### src/rtl/multicycle_controller.sv
// Multicycle RV32I control FSM: sequences fetch, decode, memory, ALU, jump and
// branch steps over a unified memory, and traps on unsupported opcodes.
module multicycle_controller #(
  parameter int ALU_CTRL_W   = 4,
  parameter bit MEM_READY_EN = 1'b1
) (
  input  logic                  clk,
  input  logic                  rst,
  input  logic [6:0]            op,
  input  logic [2:0]            func3,
  input  logic                  func7_5,
  input  logic                  alu_zero,
  input  logic                  alu_lt,
  input  logic                  alu_ltu,
  input  logic                  mem_ready,
  output logic                  pc_write,
  output logic                  ir_write,
  output logic                  reg_write,
  output logic                  mem_req,
  output logic                  mem_write,
  output logic                  adr_src,
  output logic [1:0]            alu_src_a,
  output logic [1:0]            alu_src_b,
  output logic [1:0]            result_src,
  output logic [2:0]            imm_src,
  output logic [ALU_CTRL_W-1:0] alu_ctrl,
  output logic                  illegal,
  output logic [3:0]            state_o
);

  if (ALU_CTRL_W < 4) begin : g_bad_alu_ctrl_w
    $error("multicycle_controller: ALU_CTRL_W must be at least 4");
  end

  typedef enum logic [3:0] {
    S_FETCH    = 4'd0,
    S_DECODE   = 4'd1,
    S_MEMADR   = 4'd2,
    S_MEMREAD  = 4'd3,
    S_MEMWB    = 4'd4,
    S_MEMWRITE = 4'd5,
    S_EXECR    = 4'd6,
    S_EXECI    = 4'd7,
    S_ALUWB    = 4'd8,
    S_JAL      = 4'd9,
    S_BRANCH   = 4'd10,
    S_TRAP     = 4'd11
  } state_t;

  typedef enum logic [3:0] {
    ALU_ADD  = 4'd0,
    ALU_SUB  = 4'd1,
    ALU_AND  = 4'd2,
    ALU_OR   = 4'd3,
    ALU_XOR  = 4'd4,
    ALU_SLT  = 4'd5,
    ALU_SLTU = 4'd6,
    ALU_SLL  = 4'd7,
    ALU_SRL  = 4'd8,
    ALU_SRA  = 4'd9
  } alu_op_t;

  localparam logic [6:0] OP_LOAD   = 7'b0000011;
  localparam logic [6:0] OP_STORE  = 7'b0100011;
  localparam logic [6:0] OP_RTYPE  = 7'b0110011;
  localparam logic [6:0] OP_ITYPE  = 7'b0010011;
  localparam logic [6:0] OP_JAL    = 7'b1101111;
  localparam logic [6:0] OP_BRANCH = 7'b1100011;

  state_t  state, next_state;
  alu_op_t alu_op;
  logic    ready;
  logic    taken;

  assign ready = MEM_READY_EN ? mem_ready : 1'b1;

  // func7_5 only selects SUB for register ops; shifts honour it in both forms.
  function automatic alu_op_t decode_alu(input logic [2:0] f3, input logic f7,
                                         input logic is_rtype);
    case (f3)
      3'b000:  return (is_rtype && f7) ? ALU_SUB : ALU_ADD;
      3'b001:  return ALU_SLL;
      3'b010:  return ALU_SLT;
      3'b011:  return ALU_SLTU;
      3'b100:  return ALU_XOR;
      3'b101:  return f7 ? ALU_SRA : ALU_SRL;
      3'b110:  return ALU_OR;
      default: return ALU_AND;
    endcase
  endfunction

  always_comb begin
    case (func3)
      3'b000:  taken = alu_zero;
      3'b001:  taken = !alu_zero;
      3'b100:  taken = alu_lt;
      3'b101:  taken = !alu_lt;
      3'b110:  taken = alu_ltu;
      3'b111:  taken = !alu_ltu;
      default: taken = 1'b0;
    endcase
  end

  // NOTE: state registers use non-blocking assignment so every flop samples
  // pre-edge values regardless of process ordering.
  always_ff @(posedge clk or posedge rst) begin
    if (rst) state <= S_FETCH;
    else     state <= next_state;
  end

  // NOTE: every output gets a default before the case so no path leaves a
  // signal unassigned, which would infer a latch.
  always_comb begin
    next_state = state;
    pc_write   = 1'b0;
    ir_write   = 1'b0;
    reg_write  = 1'b0;
    mem_req    = 1'b0;
    mem_write  = 1'b0;
    adr_src    = 1'b0;
    alu_src_a  = 2'b00;
    alu_src_b  = 2'b00;
    result_src = 2'b00;
    imm_src    = 3'b000;
    alu_op     = ALU_ADD;
    illegal    = 1'b0;

    case (state)
      S_FETCH: begin
        mem_req = 1'b1;
        if (ready) begin
          ir_write   = 1'b1;
          pc_write   = 1'b1;
          alu_src_b  = 2'b10;
          result_src = 2'b10;
          next_state = S_DECODE;
        end
      end
      S_DECODE: begin
        alu_src_a = 2'b01;
        alu_src_b = 2'b01;
        imm_src   = 3'b010;
        case (op)
          OP_LOAD, OP_STORE: next_state = S_MEMADR;
          OP_RTYPE:          next_state = S_EXECR;
          OP_ITYPE:          next_state = S_EXECI;
          OP_JAL:            next_state = S_JAL;
          OP_BRANCH:         next_state = (func3[2:1] == 2'b01) ? S_TRAP : S_BRANCH;
          default:           next_state = S_TRAP;
        endcase
      end
      S_MEMADR: begin
        alu_src_a = 2'b10;
        alu_src_b = 2'b01;
        if (op == OP_STORE) begin
          imm_src    = 3'b001;
          next_state = S_MEMWRITE;
        end else begin
          next_state = S_MEMREAD;
        end
      end
      S_MEMREAD: begin
        mem_req = 1'b1;
        adr_src = 1'b1;
        if (ready) next_state = S_MEMWB;
      end
      S_MEMWRITE: begin
        mem_req   = 1'b1;
        mem_write = 1'b1;
        adr_src   = 1'b1;
        if (ready) next_state = S_FETCH;
      end
      S_MEMWB: begin
        result_src = 2'b01;
        reg_write  = 1'b1;
        next_state = S_FETCH;
      end
      S_EXECR: begin
        alu_src_a  = 2'b10;
        alu_op     = decode_alu(func3, func7_5, 1'b1);
        next_state = S_ALUWB;
      end
      S_EXECI: begin
        alu_src_a  = 2'b10;
        alu_src_b  = 2'b01;
        alu_op     = decode_alu(func3, func7_5, 1'b0);
        next_state = S_ALUWB;
      end
      S_ALUWB: begin
        reg_write  = 1'b1;
        next_state = S_FETCH;
      end
      S_JAL: begin
        alu_src_a  = 2'b01;
        alu_src_b  = 2'b10;
        imm_src    = 3'b011;
        pc_write   = 1'b1;
        next_state = S_ALUWB;
      end
      S_BRANCH: begin
        alu_src_a  = 2'b10;
        alu_op     = ALU_SUB;
        pc_write   = taken;
        next_state = S_FETCH;
      end
      S_TRAP: begin
        illegal = 1'b1;
      end
      default: next_state = S_FETCH;
    endcase

    // Reset forces FETCH asynchronously; also mask FETCH's request strobes.
    if (rst) begin
      pc_write  = 1'b0;
      ir_write  = 1'b0;
      reg_write = 1'b0;
      mem_req   = 1'b0;
      mem_write = 1'b0;
      illegal   = 1'b0;
    end
  end

  assign alu_ctrl = ALU_CTRL_W'(alu_op);
  assign state_o  = state;

endmodule

### config.mk
export PLATFORM = sky130hd
export DESIGN_NAME = multicycle_controller
export DESIGN_NICKNAME = d
export VERILOG_FILES = /design/src/rtl/multicycle_controller.sv
export SDC_FILE = /design/constraint.sdc
export NUM_CORES = 1
export LEC_CHECK = 0
export CELL_PAD_IN_SITES_DETAIL_PLACEMENT = 1
export CELL_PAD_IN_SITES_GLOBAL_PLACEMENT = 1
export CORE_ASPECT_RATIO = 1.2
export CORE_MARGIN = 2
export CORE_UTILIZATION = 23
export CTS_BUF_LIST = sky130_fd_sc_hd__clkbuf_4 sky130_fd_sc_hd__clkbuf_8 sky130_fd_sc_hd__clkbuf_16
export CTS_CLUSTER_DIAMETER = 200
export DETAILED_ROUTE_END_ITERATION = 7
export PLACE_DENSITY_LB_ADDON = 0.1
export SKIP_CTS_REPAIR_TIMING = 1
export SYNTH_ARGS = -nofsm -noshare
export SYNTH_HDL_FRONTEND = slang
export SYNTH_SLANG_ARGS = --single-unit
### constraint.sdc
create_clock -name clk -period 2 [get_ports clk]
set_clock_uncertainty 0.15 [all_clocks]
set_input_delay 0.4 -clock clk [delete_from_list [all_inputs] [get_ports clk]]
set_output_delay 0.4 -clock clk [all_outputs]
set_load 0.01 [all_outputs]
==> results of run 1 <==
[cell usage in the layout, fill, tap and decap left out, types with 3 or more instances in the layout]
master,count
clkbuf_2,3
buf_4,44
nor3_1,6
nand2_1,9
o21ai_1,5
dfrtp_2,3
clkbuf_4,3
nor2_2,3
mux2i_1,3
buf_2,6
clkdlybuf4s50_1,3
nor2_1,13
buf_6,7
dlymetal6s2s_1,23
nand2_2,3
a21oi_1,4
[report_power, final]
part           switching [W]  internal [W]
clock network      0.0000456     0.0000680
registers          0.0000634      0.000119
logic               0.000723      0.000851
total               0.000831       0.00104
[layer usage]
layer	wire [um]	global-route usage	vias to the layer above
li1	-	-	518
met1	1420	0.238	503
met5	0	0	-
met2	1850	0.313	22
met3	58	0.00957	2
met4	21	0.0673	0
[cell type report]
| class | instances | area, um2 |
|---|---|---|
| Multi-Input combinational cell | 87 | 603 |
| Fill cell | 344 | 1200 |
| Tap cell | 34 | 42.5 |
| Inverter | 3 | 13.8 |
| Timing Repair Buffer | 86 | 772 |
| Clock buffer | 3 | 22.5 |
| Sequential cell | 4 | 104 |
[metrics by stage]
| step | total power [W] | hold WS (ps) | instances | cell area (um2) | setup TNS (ps) |
|---|---|---|---|---|---|
| after detailed placement | 0.00149 | 585 | 203 | 1320 | -6310 |
| after global routing | 0.00200 | 506 | 217 | 1560 | -1050 |
| final | 0.00187 | 482 | 217 | 1560 | -233 |
| after floorplan | 0.000722 | 21.2 | 102 | 656 | 0 |
| after CTS | 0.00160 | 463 | 206 | 1340 | -8530 |
| after global placement | 0.00149 | 595 | 203 | 1320 | -6110 |
[path summary, 6_finish.rpt]
kind | from | endpoint | slack (ps) | cells after the start
setup / recovery | state_o[3]$_DFFE_PP0P_ | pc_write | -80 | 6
setup reg to reg | state_o[2]$_DFFE_PP0P_ | state_o[0]$_DFFE_PP0P_ | 230 | 6
max in group asynchronous | rst | state_o[0]$_DFFE_PP0P_ | 1090 | 3
hold reg to reg | state_o[3]$_DFFE_PP0P_ | state_o[3]$_DFFE_PP0P_ | 600 | 3
min in group clk | op[6] | state_o[3]$_DFFE_PP0P_ | 480 | 5
hold / removal | rst | state_o[1]$_DFFE_PP0P_ | 480 | 3
[critical path, cell delays in order (launching register included)]
cell	delay, ps
dfrtp_2	460
nand2b_4	170
o21ai_2	130
nor3b_4	200
a31oi_1	70
nor2_1	110
buf_2	140
[cells by family (layout without fill, tap and decap cells)]
group | Yosys count | in the layout
and+or+nand+nor | 56 | 56
AOI/OAI and AO/OA | 22 | 22
buffers and inverters | 11 | 92
xor gates and xnor gates | 5 | 5
DFF | 4 | 4
muxes | 3 | 3
other | 1 | 1
==> reports/metrics.csv, run 1 <==
stage;metric;value;unit
setup_path;cp.required;1450;ps
setup_path;crit_fanout;5;
run;maxCapViolCount;0;
placement;numPortBuffers;39;
sta;hold_viol_final;0;
cells_and_area;drive_gt1_frac;0.481;
synthesis;netlist_instances;102;
synthesis;ys_seq_area_frac;0.153;
synthesis;muxShareOfSynthArea;0.0458;
synthesis;synth_top_area_share;0.153;
routing;firstDrtPassIters;4;
cts;cts.sinks;4;
synthesis;yosysMostFrequentCell;nor2_1;
cells_and_area;n_antenna_cell;0;
synthesis;synth_nets;119;
setup_path;worstSetupStartpointType;flip-flop;
power_and_ir_drop;p_leak;0.974;nW
grt;grt_pass1_vias;1059;
routing;first_iter_violations;25;
sta;worst_slack;-85.0;ps
cts;cts.path.max_buffers;2;
cells_and_area;largest_register_ffs;4;
placement;pre_cts_slack;-820;ps
cts;clk_pin_slew;50;ps
grt;track_usage;0.184;
cts;cts_buffers;3;
synthesis;synthTopCellsByCount;nor2_1 (16), nand2_1 (12), nor3_1 (7);
routing;wl_per_cell;15.4;um
routing;vias;1045;
power_and_ir_drop;ir_drop;0.603;mV
synthesis;synth_xor_area_frac;0.0668;
status;status;finished with violations;
sta;drv_slew;0;
floorplanning;die_w;52.7;um
synthesis;ys_warn_count;0;
sta;rsz0062_at_grt;yes;
synthesis;synth.area.top_cells;dfrtp_1 (15%), nor2_1 (9.2%), nand2_1 (6.9%), nor3_1 (5.3%), mux2i_1 (4.6%);
setup_path;end_kind;primary output;
sta;fmax;0.480;GHz
cts;cts_tree;yes;
grt;grt_max_degree;9;
floorplanning;die_h;62.5;um
setup_path;arrival;1530;ps
synthesis;synthAdderAreaFrac;0;
routing;drtAntennaViolNets;0;
synthesis;ys.flop_type;dfrtp_1;
cts;htree_levels;1;
floorplanning;row_count;21;
synthesis;synth_edf_count;0;
floorplanning;core_area;2760;um2
cts;clockRootBuffer;clkbuf_4;
floorplanning;pin_count;41;
sta;post-route-period-util;1.04;
placement;place_congestion;0.826;
cts;clkLatencyLatePin;240;ps
floorplanning;die-area;3300;um2
status;violations;setup timing;
synthesis;async_flop_share;1.00;
synthesis;synth_area;656;um2
power_and_ir_drop;power.density;1200;nW/um2
synthesis;yosysUniqueCellTypes;37;
placement;dp_hpwl;2310;um
grt;grt_pass1_wl;4730;um
synthesis;synth-seq-cells;4;
synthesis;synthSimpleGateAreaFrac;0.429;
routing;vias_per_cell;4.82;
worst_hold_path;worstHoldPathType;input pin to async pin;
synthesis;synth_top_area_cell;dfrtp_1;
routing;drc_errors;0;
synthesis;synth_top_family_by_area;simple AND/OR/NAND/NOR gates;
sta;period_minus_slack;2080;ps
setup_path;critPathKind;flip-flop to primary output;
synthesis;syn_avg_cell_area;6.43;um2
cells_and_area;final_util;0.565;
grt;grt_overflow;0;
floorplanning;start_util;0.238;
cells_and_area;syn_to_final_growth;138;%
routing;routed_wl;3350;um
synthesis;synth_compound_area_frac;0.216;
cells_and_area;final_nets;202;
grt;antenna_found_initial;0;
sta;setup_viol;8;
No activity file was read; power rests on OpenSTA's default activity.
==> inputs of run 2 (changes only) <==
CORE_UTILIZATION = 25   (was 23)
clock period = 2.45 ns   (was 2 ns; I/O delays follow)
==> run 2 against run 1 <==
Net effect:
- the flow still finishes with violations (setup timing)
- global-route usage up 0.23 points
- utilization decreased by 4.7 points
- critical path depth grew 1
- non-clock buffer count decreased by 24
- largest power group unchanged
- highest routed layer unchanged
==> reports/metrics.csv, run 2 (synthesis gave the netlist of run 1 again) <==
stage;metric;value;unit
placement;place_congestion;0.853;
setup_path;cp-endpoint;imm_src[0];
floorplanning;row_count;20;
routing;routed_wl;2870;um
sta;whs;230;ps
sta;setup_viol;1;
cts;cts.path.max_buffers;2;
power_and_ir_drop;power.density;916;nW/um2
grt;grt_pass1_wl;4280;um
routing;vias;981;
grt;track_usage;0.186;
setup_path;worst_r2r_endpoint;state_o[0]$_DFFE_PP0P_;
sta;hold_viol_final;0;
floorplanning;core_area;2500;um2
cells_and_area;final_cell_mix;clkdlybuf4s50_1 (23), buf_4 (23), nor2_1 (15), dlymetal6s2s_1 (14), nand2_1 (12);
routing;drtAntennaViolNets;0;
placement;dp_hpwl;2230;um
setup_path;critPathKind;input pin to primary output;
cts;cts.sinks;4;
routing;dr_wl_met2;1570;um
setup_path;cp.required;1810;ps
floorplanning;start_util;0.262;
setup_path;end_kind;primary output;
status;violations;setup timing;
routing;wl_per_cell;14.9;um
sta;post-route-period-util;1.06;
status;status;finished with violations;
power_and_ir_drop;p_leak;0.722;nW
floorplanning;pin_count;41;
setup_path;cp_cell_sequence;clkdlybuf4s50_1, nand4bb_1, nor2_2, nand2_1, o32ai_1, nor2b_2, clkbuf_2;
grt;antenna_found_initial;0;
setup_path;slowest_delay;420;ps
placement;numPortBuffers;39;
setup_path;reg2reg_from;state_o[3]$_DFFE_PP0P_;
setup_path;reg2reg_setup_slack;880;ps
setup_path;crit_start;op[2];
setup_path;crit_family;simple AND/OR/NAND/NOR gates;
cells_and_area;final_nets;178;
routing;met3WireLength;89;um
floorplanning;die_h;60.1;um
routing;met1_length;1150;um
placement;place_area;1210;um2
cts;cts_tree;yes;
floorplanning;die-area;3050;um2
run;maxCapViolCount;0;
sta;period_minus_slack;2600;ps
cells_and_area;design_area;1300;um2
cells_and_area;n_antenna_cell;0;
power_and_ir_drop;ir_drop;0.415;mV
cts;cts_buffers;3;
routing;top_layer;met4;
floorplanning;die_w;50.8;um
cts;clockRootBuffer;clkbuf_4;
routing;first_iter_violations;20;
setup_path;reg2regPathDepth;5;
cts;clk_pin_slew;40;ps
routing;vias_per_cell;5.11;
cells_and_area;nFillCells;326;
cells_and_area;drive_gt1_frac;0.258;
grt;grt_max_degree;13;
cts;htree_levels;1;
routing;drc_errors;0;
cells_and_area;syn_to_final_growth;97.7;%
setup_path;worstSetupStartpointType;input pin;
worst_hold_path;worstHoldPathType;input pin to async pin;
setup_path;arrival;1960;ps
sta;fmax;0.385;GHz
sta;rsz0062_at_grt;yes;
sta;drv_slew;0;
setup_path;crit_fanout;2;
cts;clkLatencyLatePin;240;ps
cells_and_area;largest_register_ffs;4;
routing;firstDrtPassIters;4;
setup_path;crit_buf_inv;2;
setup_path;slowest_stage;clkdlybuf4s50_1;
grt;grt_pass1_vias;984;
sta;worst_slack;-149;ps
setup_path;cp.depth;7;
grt;grt_overflow;0;
## run 2: layout make-up
cell class | count | area (um2) | share of cell area
clock buffer | 3 | 22.5 | 0.0174
sequential | 4 | 104 | 0.0801
inverter | 3 | 11.3 | 0.00869
multi-input combinational | 87 | 529 | 0.408
timing repair buffer | 62 | 588 | 0.454
tap | 33 | 41.3 | 0.0319
## run 2: stage by stage
stage | power, W | cells | worst slack (ps) | setup TNS [ps] | util
2_1_floorplan | 0.000590 | 102 | 447 | 0 | -
3_3_place_gp | 0.00105 | 188 | -531 | -1920 | 0.483
3_5_place_dp | 0.00106 | 188 | -566 | -2170 | 0.483
4_1_cts | 0.00115 | 191 | -568 | -2450 | 0.492
5_1_grt | 0.00128 | 192 | -238 | -238 | 0.518
6_report | 0.00119 | 192 | -149 | -149 | 0.518
## run 2: worst register-to-register path, stage by stage, from the launching register on
cell	delay [ps]
dfrtp_2	440
buf_4	180
nor2_4	120
nand2_1	120
or3_1	350
o211ai_1	110
## run 2: power by group
part	internal (W)	leakage, nW	switching, W
Sequential	0.0000986	0.0476	0.0000485
Clock	0.0000548	0.0138	0.0000278
Combinational	0.000496	0.661	0.000462
Total	0.000649	0.722	0.000539
## run 2: worst min-delay path by stage
| stage | startpoint | to | slack (ps) | cells after the start |
|---|---|---|---|---|
| detailed placement | state_o[1]$_DFFE_PP0P_ | state_o[3]$_DFFE_PP0P_ | 550 | 3 |
| global route | rst | state_o[0]$_DFFE_PP0P_ | 240 | 3 |
| CTS | rst | state_o[0]$_DFFE_PP0P_ | 560 | 3 |
| finish | rst | state_o[0]$_DFFE_PP0P_ | 230 | 3 |
| floorplan | rst | state_o[0]$_DFFE_PP0P_ | 110 | 1 |
| global placement | state_o[1]$_DFFE_PP0P_ | state_o[3]$_DFFE_PP0P_ | 550 | 3 |
## run 2: per-layer routing
layer / vias to the layer above / global-route usage
met5: - / 0
met4: 0 / 0.0849
met3: 4 / 0.0225
met2: 26 / 0.352
met1: 479 / 0.207
li1: 472 / -
==> inputs of run 3 (changes only) <==
CORE_MARGIN = not set   (was 2)
==> run 3 against run 2 <==
Net effect:
- power up 13%
- non-clock buffer count up 3
- maximum frequency up 5.0%
- critical path type unchanged
- sequential power about the same
- global-route usage down 0.22 points
- clock-buffer cell count unchanged
- critical endpoint unchanged
- final area up 7.0%
- wire length up 17%
- worst setup slack better by 120 ps
- the run still ends with setup timing left
- clock power up 14%
==> reports/metrics.csv, run 3 (synthesis gave the netlist of run 1 again) <==
stage;metric;value;unit
routing;drc_errors;0;
cts;clockRootBuffer;clkbuf_4;
placement;dp_hpwl;2230;um
power_and_ir_drop;switching_share;0.467;
floorplanning;pin_count;41;
grt;grt_max_degree;11;
floorplanning;die-area;2830;um2
cells_and_area;drive_gt1_frac;0.296;
power_and_ir_drop;p_leak;0.795;nW
cells_and_area;final_cell_mix;buf_4 (24), dlymetal6s2s_1 (19), clkdlybuf4s50_1 (18), nor2_1 (14), nand2_1 (11);
routing;firstDrtPassIters;4;
grt;grt_pass1_wl;4100;um
grt;grt_overflow;0;
status;status;finished with violations;
setup_path;critPathKind;input pin to primary output;
power_and_ir_drop;pwr-share-comb;0.821;
grt;antenna_found_initial;0;
worst_hold_path;worstHoldPathType;input pin to async pin;
setup_path;cp.required;1810;ps
cts;htree_levels;1;
grt;track_usage;0.184;
floorplanning;die_w;48.8;um
grt;grt_pass1_vias;958;
sta;rsz0062_at_grt;yes;
setup_path;worstSetupStartpointType;input pin;
sta;post-route-period-util;1.01;
setup_path;slowest_delay;460;ps
cells_and_area;n_antenna_cell;0;
routing;wl_per_cell;17.4;um
cells_and_area;final_common_cell;buf_4;
power_and_ir_drop;switchingPower;0.000624;W
power_and_ir_drop;power.density;965;nW/um2
sta;hold_viol_final;0;
floorplanning;die_h;58.1;um
sta;whs;249;ps
sta;drv_slew;0;
setup_path;crit_fanout;2;
cts;clk_pin_slew;60;ps
sta;fmax;0.404;GHz
sta;period_minus_slack;2470;ps
setup_path;cp_cell_sequence;clkdlybuf4s50_1, nor2b_1, nand2_1, o32ai_1, nor2b_2, buf_2;
sta;worst_slack;-23.9;ps
routing;vias_per_cell;5.26;
routing;drtAntennaViolNets;0;
cells_and_area;final_nets;181;
routing;vias;1016;
power_and_ir_drop;p_seq_frac;0.108;
power_and_ir_drop;p_int;0.000713;W
sta;setup_viol;3;
cts;cts.path.max_buffers;2;
power_and_ir_drop;p_total;0.00134;W
cells_and_area;largest_register_ffs;4;
placement;numPortBuffers;39;
placement;place_congestion;0.953;
cells_and_area;final_util;0.583;
floorplanning;row_count;19;
status;violations;setup timing;
floorplanning;start_util;0.276;
floorplanning;core_area;2380;um2
cts;cts.sinks;4;
run;maxCapViolCount;0;
power_and_ir_drop;clkPwrFrac;0.070;
cts;clkLatencyLatePin;250;ps
routing;first_iter_violations;23;
setup_path;slowest_stage;clkdlybuf4s50_1;
cells_and_area;syn_to_final_growth;111;%
routing;routed_wl;3360;um
setup_path;end_kind;primary output;
setup_path;arrival;1830;ps
cts;cts_buffers;3;
cts;cts_tree;yes;
power_and_ir_drop;ir_drop;0.537;mV
-- run 3: changes by cell type in the layout (fill, tap and decap cells not counted), moves of 2 or more --
cell and delta:
dlymetal6s2s_1 +5, buf_2 +2, clkbuf_2 -2, buf_12 +2, clkdlybuf4s50_1 -5
-- run 3: power by group through the flow --
stage	clock network (W)	registers, W	logic, W
after floorplan	0	0.000135	0.000455
after global placement	0	0.000150	0.000918
after detailed placement	0	0.000151	0.000933
after CTS	0.0000863	0.000150	0.000942
after global routing	0.000103	0.000149	0.00116
final	0.0000943	0.000145	0.00110
-- run 3: area by class of cell --
type | count | area, um2
multi-input cells | 87 | 562
well taps | 31 | 38.8
inverters | 3 | 11.3
flip-flops and latches | 4 | 104
fillers | 300 | 991
repair buffers | 65 | 648
clock buffers | 3 | 22.5
-- run 3: metrics by stage --
stage | TNS, ps | std cells | worst slack, ps | cell area [um2]
finish | -46.6 | 193 | -23.9 | 1390
detailed placement | -2190 | 188 | -591 | 1230
global route | -285 | 193 | -164 | 1390
floorplan | 0 | 102 | 447 | 656
CTS | -2780 | 191 | -590 | 1260
global placement | -1920 | 188 | -515 | 1230
-- run 3: worst max-delay path, delay by kind of cell --
| family | cells | cell delay, ps |
|---|---|---|
| buffers and inverters | 2 | 600 |
| AND/OR/NAND/NOR | 3 | 490 |
| AO/OA/AOI/OAI | 1 | 260 |
-- run 3: final timing paths --
kind,startpoint,to,slack (ps),depth (start not counted)
worst max-delay path,op[5],imm_src[0],-20,6
worst min-delay path,rst,state_o[1]$_DFFE_PP0P_,250,3
worst max register to register,state_o[3]$_DFFE_PP0P_,state_o[0]$_DFFE_PP0P_,750,5
worst min register to register,state_o[2]$_DFFE_PP0P_,state_o[3]$_DFFE_PP0P_,560,2
max in group asynchronous,rst,state_o[3]$_DFFE_PP0P_,1770,3
min in group clk,state_o[2]$_DFFE_PP0P_,state_o[3]$_DFFE_PP0P_,560,2
-- run 3: layer usage --
| metal | wire length (um) | vias up | GRT usage |
|---|---|---|---|
| met2 | 1870 | 45 | 0.397 |
| met5 | 0 | - | 0 |
| met4 | 184 | 0 | 0.0630 |
| li1 | - | 472 | - |
| met3 | 147 | 13 | 0.0131 |
| met1 | 1150 | 486 | 0.178 |
==> edit 1 (settings of run 1) <==
Set the parameter `ALU_CTRL_W` to 5 (it was 4).
--- a/src/rtl/multicycle_controller.sv
+++ b/src/rtl/multicycle_controller.sv
@@ -1,7 +1,7 @@
 // Multicycle RV32I control FSM: sequences fetch, decode, memory, ALU, jump and
 // branch steps over a unified memory, and traps on unsupported opcodes.
 module multicycle_controller #(
-  parameter int ALU_CTRL_W   = 4,
+  parameter int ALU_CTRL_W   = 5,
   parameter bit MEM_READY_EN = 1'b1
 ) (
   input  logic                  clk,
Interface: changed (resized alu_ctrl); port bits go from 41 to 42. No check against the original RTL was run, so the function may have changed too.
==> edit 1 against run 1 <==
  * The flow still finishes with violations (negative setup slack)
  * Global-route usage is 0.10 points lower
  * Final cell count shrank 1.4%
  * Routed wire length shrank 6.1%
  * Cell area barely moved
  * Die area grew 1.1%
  * Sequential power is 7% lower
  * Sequential cell count unchanged
  * Area after synthesis is 1.1% higher
  * Worst hold slack got worse by 0.35 ns
  * Power decreased by 3.0%
  * Worst setup slack lost 0.14 ns
==> edit 1: results (changes against run 1) <==
clock insertion delay at the later pin of the skew report 0.24 ns (about the same); antenna cells 0 (unchanged); Flop pwr share 0.094 (-0.004); CP max-delay cell clkdlybuf4s50_1; NumNets Final 199 (-1.5%); top post-synthesis cells by count nor2_1, nand2_1, nor3_1; clock buffer depth 2 (unchanged); max reg flops 4 (unchanged); IO buf count 39 (unchanged); router iterations before antenna repair 4 (unchanged); post-place instance area 1360 µm² (+3.3%); Async SR Flop Fraction 1.00 (unchanged); syn avg cell area 6.44 µm² (+0.16%); Synth area leaders dfrtp_1, nor2_1, nand2_1; first-pass GRT wire length 4.64 mm (-1.9%); pin count of the biggest net entering global routing 10 (+1); critical path's top delay family buffers and inverters; Via density 4.79 (-0.64%); Yosys Warn Count 0 (unchanged); root buf cell clkbuf_4; RR Endpoint state_o[0]; Filler cells 358 (+4.1%); crit-path max FO 2 (-3); HP Class in2async; RR Startpoint state_o[2]; worst setup margin -0.226 ns (-0.141 ns); share of post-route cells with drive strength above 1 0.444 (-0.0364); R2R Setup Slk 0.23 ns (about the same); Pleak 0.923 nW (-5.2%); Max IR drop VDD 574 µV (-4.8%); Iter 0 DRT Violations 10 (-60%); GRT Total Usage 0.183 (-0.00104); routed wire length 3.14 mm (-6.1%); failing checks negative setup slack; Worst EP arrival 1.68 ns (+0.15 ns); final setup violation count 6 (-2); Gate power share 0.848 (+0.006); Internal 1.05 mW (+1.1%); GPL Wtd Cong 0.861 (+4.2%); FF-to-FF path depth 6 (unchanged); vias in the first global route 1012 (-4.4%); Worst-path clk slew about 0.04 ns; initial antenna violation count 0 (unchanged); dominant synthesized flop cell dfrtp_1; Num CTS Buffers 3 (unchanged); sequential area share after synthesis 0.151 (-0.00173); H-tree level count 1 (unchanged); synth unique cells 37 (unchanged); dpl hpwl 2.43 mm (+5.2%); status finished with violations; final std cells w/o fill 214 (-1.4%); CP max stage delay 0.49 ns (+0.03 ns)
-- edit 1: cell type report --
cell class / instances / area (µm²) / share of cell area
clock buffer: 3 / 22.5 / 0.0145
tap: 34 / 42.5 / 0.0273
multi-input combinational: 88 / 611 / 0.392
timing repair buffer: 82 / 766 / 0.492
sequential: 4 / 104 / 0.0667
inverter: 3 / 11.3 / 0.00723
-- edit 1: cells by family (layout without fill, tap and decap cells) --
family	count (synthesis)	in the layout	share of synthesized area
simple gates	56	56	0.425
compound gates	22	22	0.213
buf+inv	12	88	0.0943
xor+xnor	5	5	0.0660
flops	4	4	0.151
mux	3	3	0.0453
other cells	1	2	0.00565
-- edit 1: through the flow --
step / hold slack (ns) / setup WS (ns) / power, mW / utilization / TNS, ns
5_1_grt: 0.173 / -0.305 / 1.95 / 0.564 / -1.10
3_5_place_dp: 0.640 / -0.768 / 1.55 / 0.493 / -6.41
3_3_place_gp: 0.637 / -0.707 / 1.52 / 0.493 / -5.83
4_1_cts: 0.494 / -0.770 / 1.66 / 0.501 / -8.56
6_report: 0.131 / -0.226 / 1.81 / 0.564 / -0.534
2_1_floorplan: 0.0212 / 0.177 / 0.725 / - / 0
-- edit 1: how the worst max path moves through the flow --
stage               slack [ns]          to  depth (start not counted)  start
CTS                      -0.77  imm_src[0]                          7  op[2]
floorplan                 0.18  imm_src[0]                          5  op[2]
global placement         -0.71  imm_src[0]                          7  op[2]
finish                   -0.23  imm_src[0]                          6  op[5]
detailed placement       -0.77  imm_src[0]                          7  op[2]
global route             -0.31  imm_src[0]                          6  op[5]
-- edit 1: metal layers --
layer	track usage	wire (µm)	vias to the layer above
li1	-	-	508
met1	0.205	1220	487
met2	0.348	1780	25
met3	0.0167	113	4
met4	0.0481	26	0
met5	0	0	-
==> edit 2 (settings of run 1) <==
Made on the original files. Reset style: synchronous (`rst`), changed in one clocked block. Comments in the files are not updated.
--- a/src/rtl/multicycle_controller.sv
+++ b/src/rtl/multicycle_controller.sv
@@ -103,7 +103,7 @@
 
   // NOTE: state registers use non-blocking assignment so every flop samples
   // pre-edge values regardless of process ordering.
-  always_ff @(posedge clk or posedge rst) begin
+  always_ff @(posedge clk) begin
     if (rst) state <= S_FETCH;
     else     state <= next_state;
   end
Function: differs if rst is asserted again (counterexample within 4 cycles, from zero or initial values and one cycle with rst high); with rst held inactive, the same outputs for 10 cycles.
==> edit 2 against run 1 <==
  * The flow still finishes with violations (negative setup slack)
  * Combinational power is 9% lower
  * Routed wire length is 4.4% lower
  * Sequential cell count unchanged
  * Sequential power down 9%
  * Worst setup slack got worse by 0.12 ns
  * Highest routed layer unchanged
  * Largest power group unchanged
  * Area after synthesis increased by 7.8%
  * Cell area up 0.80%
  * Power down 9.2%
  * Fmax fell by 5.5%
==> edit 2: results (changes against run 1) <==
status finished with violations; multi-input gate share of total cell area 0.412 (+0.0248); final setup violation count 4 (-4); crit-path max FO 3 (-2); Synth area leaders dfxtp_1, nor2_1, nand2_1; Filler cells 377 (+9.6%); placed instance count 208 (+2.5%); Worst-path clk slew 0.03 ns (-0.02 ns); CP max stage delay 0.42 ns (-0.04 ns); Via density 5.01 (+4.0%); FFs & Latches 4 (unchanged); met3 GRT Util 0.0138 (+0.00426); syn avg cell area 6.61 µm² (+2.8%); met2 Resource Use GR 0.342 (+0.0298); synth unique cells 43 (+16%); failing checks negative setup slack; Pleak 0.859 nW (-12%); worst setup margin -0.205 ns (-0.120 ns); Multi-In Gates 89 (+2.3%); dominant synthesized flop cell dfxtp_1; GPL Wtd Cong 0.774 (-6.3%); Non-clock buffers, area share 0.483 (-0.0127); HP Class reg2reg; RR Startpoint state_o[0]; FF+latch area 86.3 µm² (-17%); Async SR Flop Fraction 0 (-1.00); CP max-delay cell or3b_4; sequential area share after synthesis 0.113 (-0.0394); Mapped Nets 124 (+4.2%); GRT Total Usage 0.178 (-0.00617); pin count of the biggest net entering global routing 19 (+10); share of post-route cells with drive strength above 1 0.425 (-0.0555); Max IR drop VDD 548 µV (-9.2%); Critical path origin state_o[3]; vias in the first global route 1085 (+2.5%); Final clock-cell share 0.0143 (-0.000115)
[edit 2: how the worst min path moves through the flow]
stage | start | end | cells past startpoint
after floorplan | rst | state_o[2] | 2
after global placement | state_o[2] | state_o[0] | 3
after detailed placement | state_o[2] | state_o[0] | 3
after CTS | state_o[2] | state_o[0] | 3
after global routing | state_o[3] | state_o[1] | 2
final | state_o[3] | state_o[1] | 2
[edit 2: metal layers]
metal | up-vias | share of wire | wire length [µm]
met4 | 0 | 0.0066 | 21
met2 | 28 | 0.58 | 1850
met1 | 529 | 0.38 | 1230
met3 | 2 | 0.033 | 107
li1 | 528 | - | -
met5 | - | 0 | 0
[edit 2: cells by family (layout without fill, tap and decap cells)]
| family | after synthesis | after routing | synth area share |
|---|---|---|---|
| other cells | 1 | 1 | 0.00530 |
| flops | 4 | 4 | 0.113 |
| xor+xnor | 6 | 6 | 0.0743 |
| mux | 1 | 1 | 0.0142 |
| buf+inv | 14 | 88 | 0.0885 |
| compound gates | 24 | 24 | 0.260 |
| simple gates | 57 | 57 | 0.444 |
[edit 2: power by group]
group	total, mW	internal [mW]	leakage (nW)	switching, mW
Clock	0.103	0.0673	0.0138	0.0360
Sequential	0.166	0.121	0.0342	0.0452
Combinational	1.43	0.806	0.811	0.623
[edit 2: metrics by stage]
stage | setup TNS, ns | power, mW | setup slack, ns | area, µm² | hold slack, ns
2_1_floorplan | 0 | 0.744 | 0.0155 | 724 | 0.414
3_3_place_gp | -7.43 | 1.42 | -0.882 | 1410 | 0.547
3_5_place_dp | -7.65 | 1.43 | -0.885 | 1410 | 0.553
4_1_cts | -9.23 | 1.54 | -0.901 | 1430 | 0.575
5_1_grt | -0.750 | 1.82 | -0.264 | 1570 | 0.538
6_report | -0.525 | 1.70 | -0.205 | 1570 | 0.509
